<file path="config.mk">
export PLATFORM = sky130hd
export DESIGN_NAME = lsu_cluster
export DESIGN_NICKNAME = d
export VERILOG_FILES = /design/src/rtl/lsu_cluster.sv
export SDC_FILE = /design/constraint.sdc
export NUM_CORES = 1
export LEC_CHECK = 0
export ABC_CLOCK_PERIOD_IN_PS = 4900
export BUFFER_PORTS_ARGS = -buffer_cell sky130_fd_sc_hd__buf_2
export CAP_MARGIN = 20
export CORE_MARGIN = 2
export CORE_UTILIZATION = 50
export CTS_BUF_LIST = sky130_fd_sc_hd__clkbuf_8 sky130_fd_sc_hd__clkbuf_16
export DETAILED_ROUTE_END_ITERATION = 12
export PLACE_DENSITY = 0.83
export REMOVE_ABC_BUFFERS = 1
export SETUP_SLACK_MARGIN = 0.02
export SKIP_LAST_GASP = 1
export SLEW_MARGIN = 10
export SYNTH_ARGS = -nofsm -noshare
export SYNTH_HDL_FRONTEND = slang
export SYNTH_SLANG_ARGS = --single-unit
</file>
<file path="constraint.sdc">
create_clock -name clk -period 4.9 [get_ports clk]
set_input_delay 0.49 -clock clk [delete_from_list [all_inputs] [get_ports clk]]
set_output_delay 0.49 -clock clk [all_outputs]
set_load 0.01 [all_outputs]
</file>
<file path="src/rtl/lsu_cluster.sv">
// rtl/lsu_cluster.sv - multi-lane load/store unit, round-robin onto shared read/write channels
// Optional: LSU_LOAD_COALESCE_EN merges pending loads to the granted address into one read.
module lsu_cluster #(
    parameter int THREADS            = 4,
    parameter int DATA_MEM_ADDR_BITS = 8,
    parameter int DATA_MEM_DATA_BITS = 8
) (
    input  logic                                           clk,
    input  logic                                           reset,
    input  logic [THREADS-1:0]                             lane_load_enable,
    input  logic [THREADS-1:0]                             lane_store_enable,
    input  logic [THREADS-1:0][DATA_MEM_ADDR_BITS-1:0]     lane_address,
    input  logic [THREADS-1:0][DATA_MEM_DATA_BITS-1:0]     lane_store_data,
    output logic [THREADS-1:0][DATA_MEM_DATA_BITS-1:0]     lane_load_data,
    output logic [THREADS-1:0]                             lane_done,
    output logic [THREADS-1:0]                             lane_busy,
    output logic                                           data_mem_read_valid,
    output logic [DATA_MEM_ADDR_BITS-1:0]                  data_mem_read_address,
    input  logic                                           data_mem_read_ready,
    input  logic [DATA_MEM_DATA_BITS-1:0]                  data_mem_read_data,
    output logic                                           data_mem_write_valid,
    output logic [DATA_MEM_ADDR_BITS-1:0]                  data_mem_write_address,
    output logic [DATA_MEM_DATA_BITS-1:0]                  data_mem_write_data,
    input  logic                                           data_mem_write_ready
);
    localparam int LW = (THREADS > 1) ? $clog2(THREADS) : 1;

    typedef enum logic {FREE, PENDING} lane_state_t;
    typedef enum logic [1:0] {IDLE, READ, WRITE} arb_state_t;

    lane_state_t                   lane_state [THREADS];
    logic [THREADS-1:0]            lane_is_load;
    logic [DATA_MEM_ADDR_BITS-1:0] lane_addr [THREADS];
    logic [DATA_MEM_DATA_BITS-1:0] lane_data [THREADS];
    arb_state_t                    arb_state;
    logic [LW-1:0]                 rr_ptr;
    logic [LW-1:0]                 grant;
    logic [LW-1:0]                 grant_next;
    logic                          pick_found;
    logic [LW-1:0]                 pick;
    logic [LW-1:0]                 idx;
`ifdef LSU_LOAD_COALESCE_EN
    logic [THREADS-1:0]            join_mask;
`endif

    // First pending lane at or after rr_ptr, wrapping modulo THREADS.
    always_comb begin
        pick_found = 1'b0;
        pick       = '0;
        idx        = '0;
        for (int k = 0; k < THREADS; k++) begin
            idx = LW'((int'(rr_ptr) + k) % THREADS);
            if (!pick_found && lane_state[idx] == PENDING) begin
                pick_found = 1'b1;
                pick       = idx;
            end
        end
    end

    always_comb begin
        lane_busy = '0;
        for (int i = 0; i < THREADS; i++)
            lane_busy[i] = (lane_state[i] == PENDING);
    end

    assign grant_next = (grant == LW'(THREADS - 1)) ? '0 : grant + 1'b1;

    always_ff @(posedge clk) begin
        if (reset) begin
            for (int i = 0; i < THREADS; i++) begin
                lane_state[i]     <= FREE;
                lane_addr[i]      <= '0;
                lane_data[i]      <= '0;
                lane_load_data[i] <= '0;
            end
            lane_is_load           <= '0;
            lane_done              <= '0;
            arb_state              <= IDLE;
            rr_ptr                 <= '0;
            grant                  <= '0;
            data_mem_read_valid    <= 1'b0;
            data_mem_read_address  <= '0;
            data_mem_write_valid   <= 1'b0;
            data_mem_write_address <= '0;
            data_mem_write_data    <= '0;
`ifdef LSU_LOAD_COALESCE_EN
            join_mask              <= '0;
`endif
        end else begin
            lane_done <= '0;
            // Capture happens only in FREE; a completing lane is PENDING here, so
            // the FREE written below on completion is not overridden.
            for (int i = 0; i < THREADS; i++) begin
                if (lane_state[i] == FREE && (lane_load_enable[i] || lane_store_enable[i])) begin
                    lane_state[i]   <= PENDING;
                    lane_is_load[i] <= lane_load_enable[i];
                    lane_addr[i]    <= lane_address[i];
                    lane_data[i]    <= lane_store_data[i];
                end
            end
            case (arb_state)
                IDLE: begin
                    if (pick_found) begin
                        grant <= pick;
                        if (lane_is_load[pick]) begin
                            data_mem_read_valid   <= 1'b1;
                            data_mem_read_address <= lane_addr[pick];
                            arb_state             <= READ;
                        end else begin
                            data_mem_write_valid   <= 1'b1;
                            data_mem_write_address <= lane_addr[pick];
                            data_mem_write_data    <= lane_data[pick];
                            arb_state              <= WRITE;
                        end
`ifdef LSU_LOAD_COALESCE_EN
                        for (int i = 0; i < THREADS; i++)
                            join_mask[i] <= (lane_state[i] == PENDING) && lane_is_load[i] &&
                                            (lane_addr[i] == lane_addr[pick]);
`endif
                    end
                end
                READ: begin
                    if (data_mem_read_ready) begin
                        data_mem_read_valid <= 1'b0;
                        rr_ptr              <= grant_next;
                        arb_state           <= IDLE;
`ifdef LSU_LOAD_COALESCE_EN
                        for (int i = 0; i < THREADS; i++) begin
                            if (join_mask[i]) begin
                                lane_load_data[i] <= data_mem_read_data;
                                lane_done[i]      <= 1'b1;
                                lane_state[i]     <= FREE;
                            end
                        end
`else
                        lane_load_data[grant] <= data_mem_read_data;
                        lane_done[grant]      <= 1'b1;
                        lane_state[grant]     <= FREE;
`endif
                    end
                end
                WRITE: begin
                    if (data_mem_write_ready) begin
                        data_mem_write_valid <= 1'b0;
                        lane_done[grant]     <= 1'b1;
                        lane_state[grant]    <= FREE;
                        rr_ptr               <= grant_next;
                        arb_state            <= IDLE;
                    end
                end
                default: arb_state <= IDLE;
            endcase
        end
    end
endmodule

</file>
==> impl_metrics.tcl, run 1 <==
set metrics [dict create \
    status "completed" \
    r2r_end "data_mem_write_address[1]$_SDFFE_PP0P_" \
    multiInputGateArea_sq_um 2489 \
    first_global_vias 4739 \
    gr-total-overflow 0 \
    switching_share 0.3297 \
    synth_flop_cell "dfxtp_1" \
    power_density_nw_per_um2 528.9 \
    worstPathCellList "mux4_2, a221o_1, nor2_8, nand4_1, a21boi_4, o22ai_1" \
    portBuffers 149 \
    power_frac_comb 0.289 \
    intPower_uw 2715 \
    drt_iter0_markers 439 \
    period_share 0.7063 \
    routedWlPerCell_um 18.20 \
    area_growth_pct 23.14 \
    clkPwrFrac 0.328 \
    die_area_sq_um 13340 \
    cts_buffer_depth 2 \
    hold-path-cell-count 3 \
    clk_pin_slew_ns 0.06 \
    setup-violations-final 0 \
    p_switching_uw 1335 \
    yosysWarnings 0 \
    drt-total-wl_mm 15.67 \
    grt_max_degree 51 \
    numCtsBuffers 17 \
    worstPathRequired_ns 5.18 \
    yosysSeqAreaShare 0.5602 \
    ir_drop_mv 0.3024 \
    grt_usage 0.2381 \
    hold_buffers 0 \
    drive_gt1_frac 0.3102 \
    cp.arrival_ns 3.74 \
    first_pass_iters 4 \
    start_util 0.5156 \
    num_vias 4723 \
    antenna_found_initial 0 \
    reg2regPathDepth 6 \
    antenna_cells 0 \
    postCtsResizedCells 0 \
    pin_count 150 \
    fin_util 0.6349 \
    die_x_um 115.5 \
    worstHoldPathType "input pin to flop" \
    grt_pass1_wl_mm 24.05 \
    relSlewSlack 0.3198 \
    regArea_sq_um 3483 \
    worstPathMaxFanout 37 \
    cp_slowest_cell "mux4_2" \
    worstSetupPathType "flop to flop" \
    hold_ws_ns 0.2767 \
    htree_levels 4 \
    via_per_inst 5.485 \
    rsz0062_at_grt "no" \
    power.leakage_uw 0.003441 \
    synth.distinct_cells 54 \
    min_to "lane_is_load[3]$_SDFFE_PP0P_" \
    drv_slew 0 \
    numClockSinks 142 \
    synth_area_sq_um 6218 \
    cts_tree "built" \
    avgSynthCellArea_sq_um 11.58 \
    worst-path-buf-inv 0 \
    die-height_um 115.5 \
    ys_ff_latch 142 \
    cpLargestDelayFamily "compound AO/OA/AOI/OAI gates" \
    r2r_slack_ns 1.44 \
    worst_pin_slew_ns 1.019 \
    insertion_delay_ns 0.43 \
    pre_cts_slack_ns 1.452 \
    postSynthCellCount 537 \
    fp-row-count 40 \
    endpoint_kind "flop" \
    cp-start-kind "flop" \
    design.final.nets 771 \
    min_from "lane_load_enable[3]" \
    cts-root-buf "clkbuf_16" \
    finalSetupTns_ns 0 \
    fin_crit_ns 3.461 \
    hold_violations 0 \
    critPathMaxStageDelay_ns 0.65 \
    hpwl_mm 10.99 \
    pwr-share-seq 0.383 \
    core_area_sq_um 12060 \
    fmaxAchievable_mhz 288.9 \
    setup_slack_ns 1.439 \
    drc 0 \
    max-cap-violations 0 \
    power_uw 4050 \
    detail-route-antenna-nets 0 \
    gp_congestion 0.8900 \
    synth_edf_count 64 \
    finalClockSkew_ns 0.007667 \
    timing.rr.start "lane_state[3]$_SDFFE_PP0P_" \
    postCtsSetupBuffers 0 \
    async_flop_share 0 \
    nFillCells 932 \
]
-- placed cells by master (no fill, tap or decap), types with 7 or more instances in the layout --
cell / instances
and2_1: 64
buf_2: 149
buf_4: 8
clkbuf_16: 17
dfxtp_1: 78
edfxtp_1: 64
ha_1: 7
inv_1: 16
mux2_2: 16
mux2i_1: 66
nand2_1: 34
nor2_1: 45
nor3_1: 11
o22ai_1: 24
-- layout make-up --
cell class	count	area share
Inverter	16	0.007843
Clock buffer	17	0.05556
Timing Repair Buffer	157	0.1052
Sequential cell	142	0.4549
Clock inverter	15	0.02402
Multi-Input combinational cell	346	0.3250
Tap cell	168	0.02745
-- per-stage QoR --
stage / cell area, sq um / cells
after floorplan: 6032 / 504
after global placement: 7048 / 829
after detailed placement: 7048 / 829
after CTS: 7657 / 861
after global routing: 7657 / 861
final: 7657 / 861
-- cell usage after synthesis (7+ instances only) --
library cell,n,share of area
o21ai_0,10,0.0080
dfxtp_1,78,0.25
edfxtp_1,64,0.31
mux2_2,16,0.029
and2_1,64,0.064
inv_1,16,0.0097
mux2i_1,66,0.11
nor2_1,45,0.027
o22ai_1,24,0.024
ha_1,7,0.014
nand2_1,34,0.021
clkbuf_1,18,0.011
nor3_1,11,0.0089
-- registers in the layout, indices dropped and copies added, names as in the netlist, 2 cells and up, named ones only --
signal                  cells
data_mem_read_address       8
grant                       2
lane_state                  4
data_mem_write_data         8
lane_is_load                4
lane_done                   4
rr_ptr                      2
data_mem_write_address      8
lane_addr                  32
lane_load_data             32
lane_data                  32
arb_state                   2
-- kinds of logic (layout without fill, tap and decap cells) --
| group | after synthesis | in the layout | synth area share |
|---|---|---|---|
| buf+inv | 49 | 205 | 0.03964 |
| compound gates | 73 | 73 | 0.09235 |
| mux | 83 | 83 | 0.1388 |
| simple gates | 183 | 183 | 0.1549 |
| flops | 142 | 142 | 0.5602 |
| fa+ha+maj | 7 | 7 | 0.01408 |
-- worst register-to-register path, stage by stage, from the launching register on --
cell and delay (ns):
dfxtp_1 0.44, mux4_2 0.65, a221o_1 0.46, nor2_8 0.64
nand4_1 0.41, a21boi_4 0.55, o22ai_1 0.16
-- how the worst max path moves through the flow --
stage	start	endpoint	slack [ns]	depth (start not counted)
floorplan	lane_state[3]$_SDFFE_PP0P_	data_mem_write_data[7]$_SDFFE_PP0P_	1.94	6
global placement	lane_state[3]$_SDFFE_PP0P_	data_mem_write_data[7]$_SDFFE_PP0P_	1.60	6
detailed placement	lane_state[3]$_SDFFE_PP0P_	data_mem_write_address[1]$_SDFFE_PP0P_	1.45	6
CTS	lane_state[3]$_SDFFE_PP0P_	data_mem_write_data[7]$_SDFFE_PP0P_	1.45	6
global route	lane_state[1]$_SDFF_PP0_	data_mem_write_data[7]$_SDFFE_PP0P_	1.27	6
finish	lane_state[3]$_SDFFE_PP0P_	data_mem_write_address[1]$_SDFFE_PP0P_	1.44	6
-- layer usage --
layer	global-route usage	up-vias	wire length, um
met3	0.07636	25	1315
met1	0.2859	2260	6223
li1	-	2223	-
met4	0.09237	0	385
met5	0	-	0
met2	0.3996	215	7749
-- power groups by stage --
stage	sequential [uW]	clock (uW)	combinational, uW
5_1_grt	1570	1390	1260
4_1_cts	1550	1330	1160
3_3_place_gp	1560	0	1120
6_report	1550	1330	1170
2_1_floorplan	1580	0	755
3_5_place_dp	1570	0	1150
Note: power is estimated with default switching activity, not from simulation.
==> run 2, diff against run 1 <==
--- a/config.mk
+++ b/config.mk
@@ -5,14 +5,15 @@
 export SDC_FILE = /design/constraint.sdc
 export NUM_CORES = 1
 export LEC_CHECK = 0
-export ABC_CLOCK_PERIOD_IN_PS = 4900
+export ABC_AREA = 1
+export ABC_CLOCK_PERIOD_IN_PS = 2800
 export BUFFER_PORTS_ARGS = -buffer_cell sky130_fd_sc_hd__buf_2
 export CAP_MARGIN = 20
 export CORE_MARGIN = 2
-export CORE_UTILIZATION = 50
+export CORE_UTILIZATION = 49
 export CTS_BUF_LIST = sky130_fd_sc_hd__clkbuf_8 sky130_fd_sc_hd__clkbuf_16
 export DETAILED_ROUTE_END_ITERATION = 12
-export PLACE_DENSITY = 0.83
+export PLACE_DENSITY = 0.85
 export REMOVE_ABC_BUFFERS = 1
 export SETUP_SLACK_MARGIN = 0.02
 export SKIP_LAST_GASP = 1
==> constraint.sdc (replaced) <==
create_clock -name clk -period 2.8 [get_ports clk]
set_input_delay 0.28 -clock clk [delete_from_list [all_inputs] [get_ports clk]]
set_output_delay 0.28 -clock clk [all_outputs]
set_load 0.01 [all_outputs]
==> run 2 against run 1 <==
Net effect: first-iteration DRC count up 34%; routed wire length is 7.9% higher; cell area grew 3.7%; via count up 24%; non-clock buffer count grew 1; global-route usage up 0.13 points; largest cell class unchanged.
==> impl_metrics.tcl, run 2 <==
set metrics [dict create \
    worst_pin_slew_ns 0.9529 \
    period_share 0.8889 \
    worstPathMaxFanout 12 \
    yosysTopAreaCellShare 0.2976 \
    drt-total-wl_mm 16.92 \
    rsz0062_at_grt "no" \
    antenna_cells 0 \
    min_from "lane_store_data[9]" \
    avgSynthCellArea_sq_um 7.953 \
    worstSetupPathType "flop to flop" \
    async_flop_share 0 \
    drc 0 \
    final_cell_mix "nor2_1 (166), nand2_1 (160), buf_2 (149), inv_1 (123), dfxtp_1 (77)" \
    ys_top_cells_by_area "edfxtp_1 (30%), dfxtp_1 (24%), nor2_1 (9.6%)" \
    pin_count 150 \
    fin_crit_ns 2.489 \
    first_pass_iters 5 \
    yosysSeqAreaShare 0.5394 \
    clk_pin_slew_ns 0.06 \
    top_regs "lane_addr (32), lane_data (32), lane_load_data (32)" \
    post_dp_cell_area_sq_um 7279 \
    synthAdderAreaFrac 0.01356 \
    crit_start "lane_state[3]$_SDFFE_PP0P_" \
    endpoint_kind "flop" \
    finalClockSkew_ns 0.006306 \
    via_per_inst 5.130 \
    hold-path-cell-count 3 \
    cp-start-kind "flop" \
    pre_cts_slack_ns 0.1498 \
    fin_util 0.6243 \
    numCtsBuffers 17 \
    finalInstanceArea_sq_um 7943 \
    drive_gt1_frac 0.2192 \
    power.leakage_uw 0.003959 \
    fmaxAchievable_mhz 401.8 \
    detail-route-antenna-nets 0 \
    numClockSinks 142 \
    synth_xor_xnor_area_share 0 \
    fp-row-count 41 \
    status "completed" \
    gr-total-overflow 0 \
    yosysWarnings 0 \
    drt_iter0_markers 589 \
    postSynthCellCount 812 \
    portBuffers 149 \
    power_density_nw_per_um2 1173 \
    worstHoldPathType "input pin to flop" \
    design.final.nets 1045 \
    grt_pass1_wl_mm 26.51 \
    setup_slack_ns 0.3112 \
    synth_edf_count 64 \
    first_global_vias 5594 \
    max-cap-violations 0 \
    timing.rr.start "lane_state[3]$_SDFFE_PP0P_" \
    yosys-top-cells-count "nor2_1 (166), nand2_1 (160), inv_1 (123), dfxtp_1 (78), edfxtp_1 (64)" \
    core_area_sq_um 12720 \
    cp.arrival_ns 2.81 \
    die-height_um 118.8 \
    finalSetupTns_ns 0 \
    antenna_found_initial 0 \
    setup-violations-final 0 \
    relSlewSlack 0.3646 \
    synth_most_common_cell "nor2_1" \
    die_x_um 118.8 \
    synth.distinct_cells 29 \
    synthSimpleGateAreaFrac 0.2544 \
    cts-root-buf "clkbuf_16" \
    synth_flop_cell "dfxtp_1" \
    power_uw 9318 \
    cts_buffer_depth 2 \
    num_vias 5843 \
    area_growth_pct 23.00 \
    insertion_delay_ns 0.43 \
    synth_area_sq_um 6457 \
    ir_drop_mv 0.7515 \
    yosysTopAreaCell "edfxtp_1" \
    muxShareOfSynthArea 0 \
    grt_max_degree 38 \
    final_common_cell "nor2_1" \
    hold_violations 0 \
    htree_levels 4 \
    gp_congestion 0.8391 \
    die_area_sq_um 14110 \
    start_util 0.5076 \
    hold_buffers 0 \
    synth_top_family_by_area "simple AND/OR/NAND/NOR gates" \
    cts_tree "built" \
    synth_compound_area_frac 0.08758 \
    grt_usage 0.2395 \
    ys_ff_latch 142 \
    worstPathRequired_ns 3.12 \
    hpwl_mm 11.01 \
    reg2regPathDepth 13 \
    routedWlPerCell_um 14.85 \
    drv_slew 0 \
]
[run 2: cell count changes after synthesis, moves of 40 or more]
cell and delta:
a21oi_1 +40, inv_1 +107, mux2i_1 -66, and2_1 -64
nand2_1 +126, nor2_1 +121
[run 2: critical path: stages (launching register included)]
cell and delay (ns):
dfxtp_1 0.48, inv_2 0.09, nand2_1 0.08, nand3_1 0.07, nand2_1 0.18, inv_1 0.10
nand3_1 0.27, nand3_4 0.22, buf_4 0.24, or2_2 0.28, o211ai_1 0.10, nand2_1 0.10
nor2_1 0.12, nor2_1 0.06
[run 2: cell families after synthesis]
logic type / after synthesis
AND/OR/NAND/NOR: 393
buffers and inverters: 165
flip-flops: 142
AO/OA/AOI/OAI: 105
adder cells (fa/ha/maj): 7
[run 2: worst paths after layout]
check / to / slack [ns]
worst min register to register: lane_load_data[30]$_SDFFE_PP0P_ / 0.46
worst max-delay path: data_mem_write_address[3]$_SDFFE_PP0P_ / 0.31
worst max register to register: data_mem_write_address[3]$_SDFFE_PP0P_ / 0.31
worst min-delay path: lane_data[1][1]$_SDFFCE_PN0P_ / 0.15
[run 2: power by group]
part	switching, uW	internal (uW)	total (uW)
sequential	155	2500	2660
combinational	2910	1360	4270
clock	902	1490	2390
total	3970	5350	9320
[run 2: layer usage]
layer  routed length (um)  vias up  track usage
li1                     -     2839            -
met2                 8110      248       0.3940
met3                 1142       49      0.06371
met4                  538        0       0.1027
met5                    0        -            0
met1                 7124     2707       0.2963
[run 2: timing repair]
item,in CTS,in global routing
resized for setup,0,4
setup buffers,0,2
setup endpoints to repair,0,24
[run 2: cell type report]
class / count / area, sq um
multi-input combinational: 507 / 2327
sequential: 142 / 3485
clock buffer: 17 / 425.4
inverter: 128 / 485.5
timing repair buffer: 158 / 813.3
tap: 172 / 215.2
fill: 1072 / 4780
clock inverter: 15 / 191.4
[run 2: stage by stage]
stage	instances	hold slack [ns]
after global routing	1139	0.1574
final	1139	0.1519
after CTS	1135	0.1429
after floorplan	775	0.3491
after detailed placement	1103	0.4492
after global placement	1103	0.4457
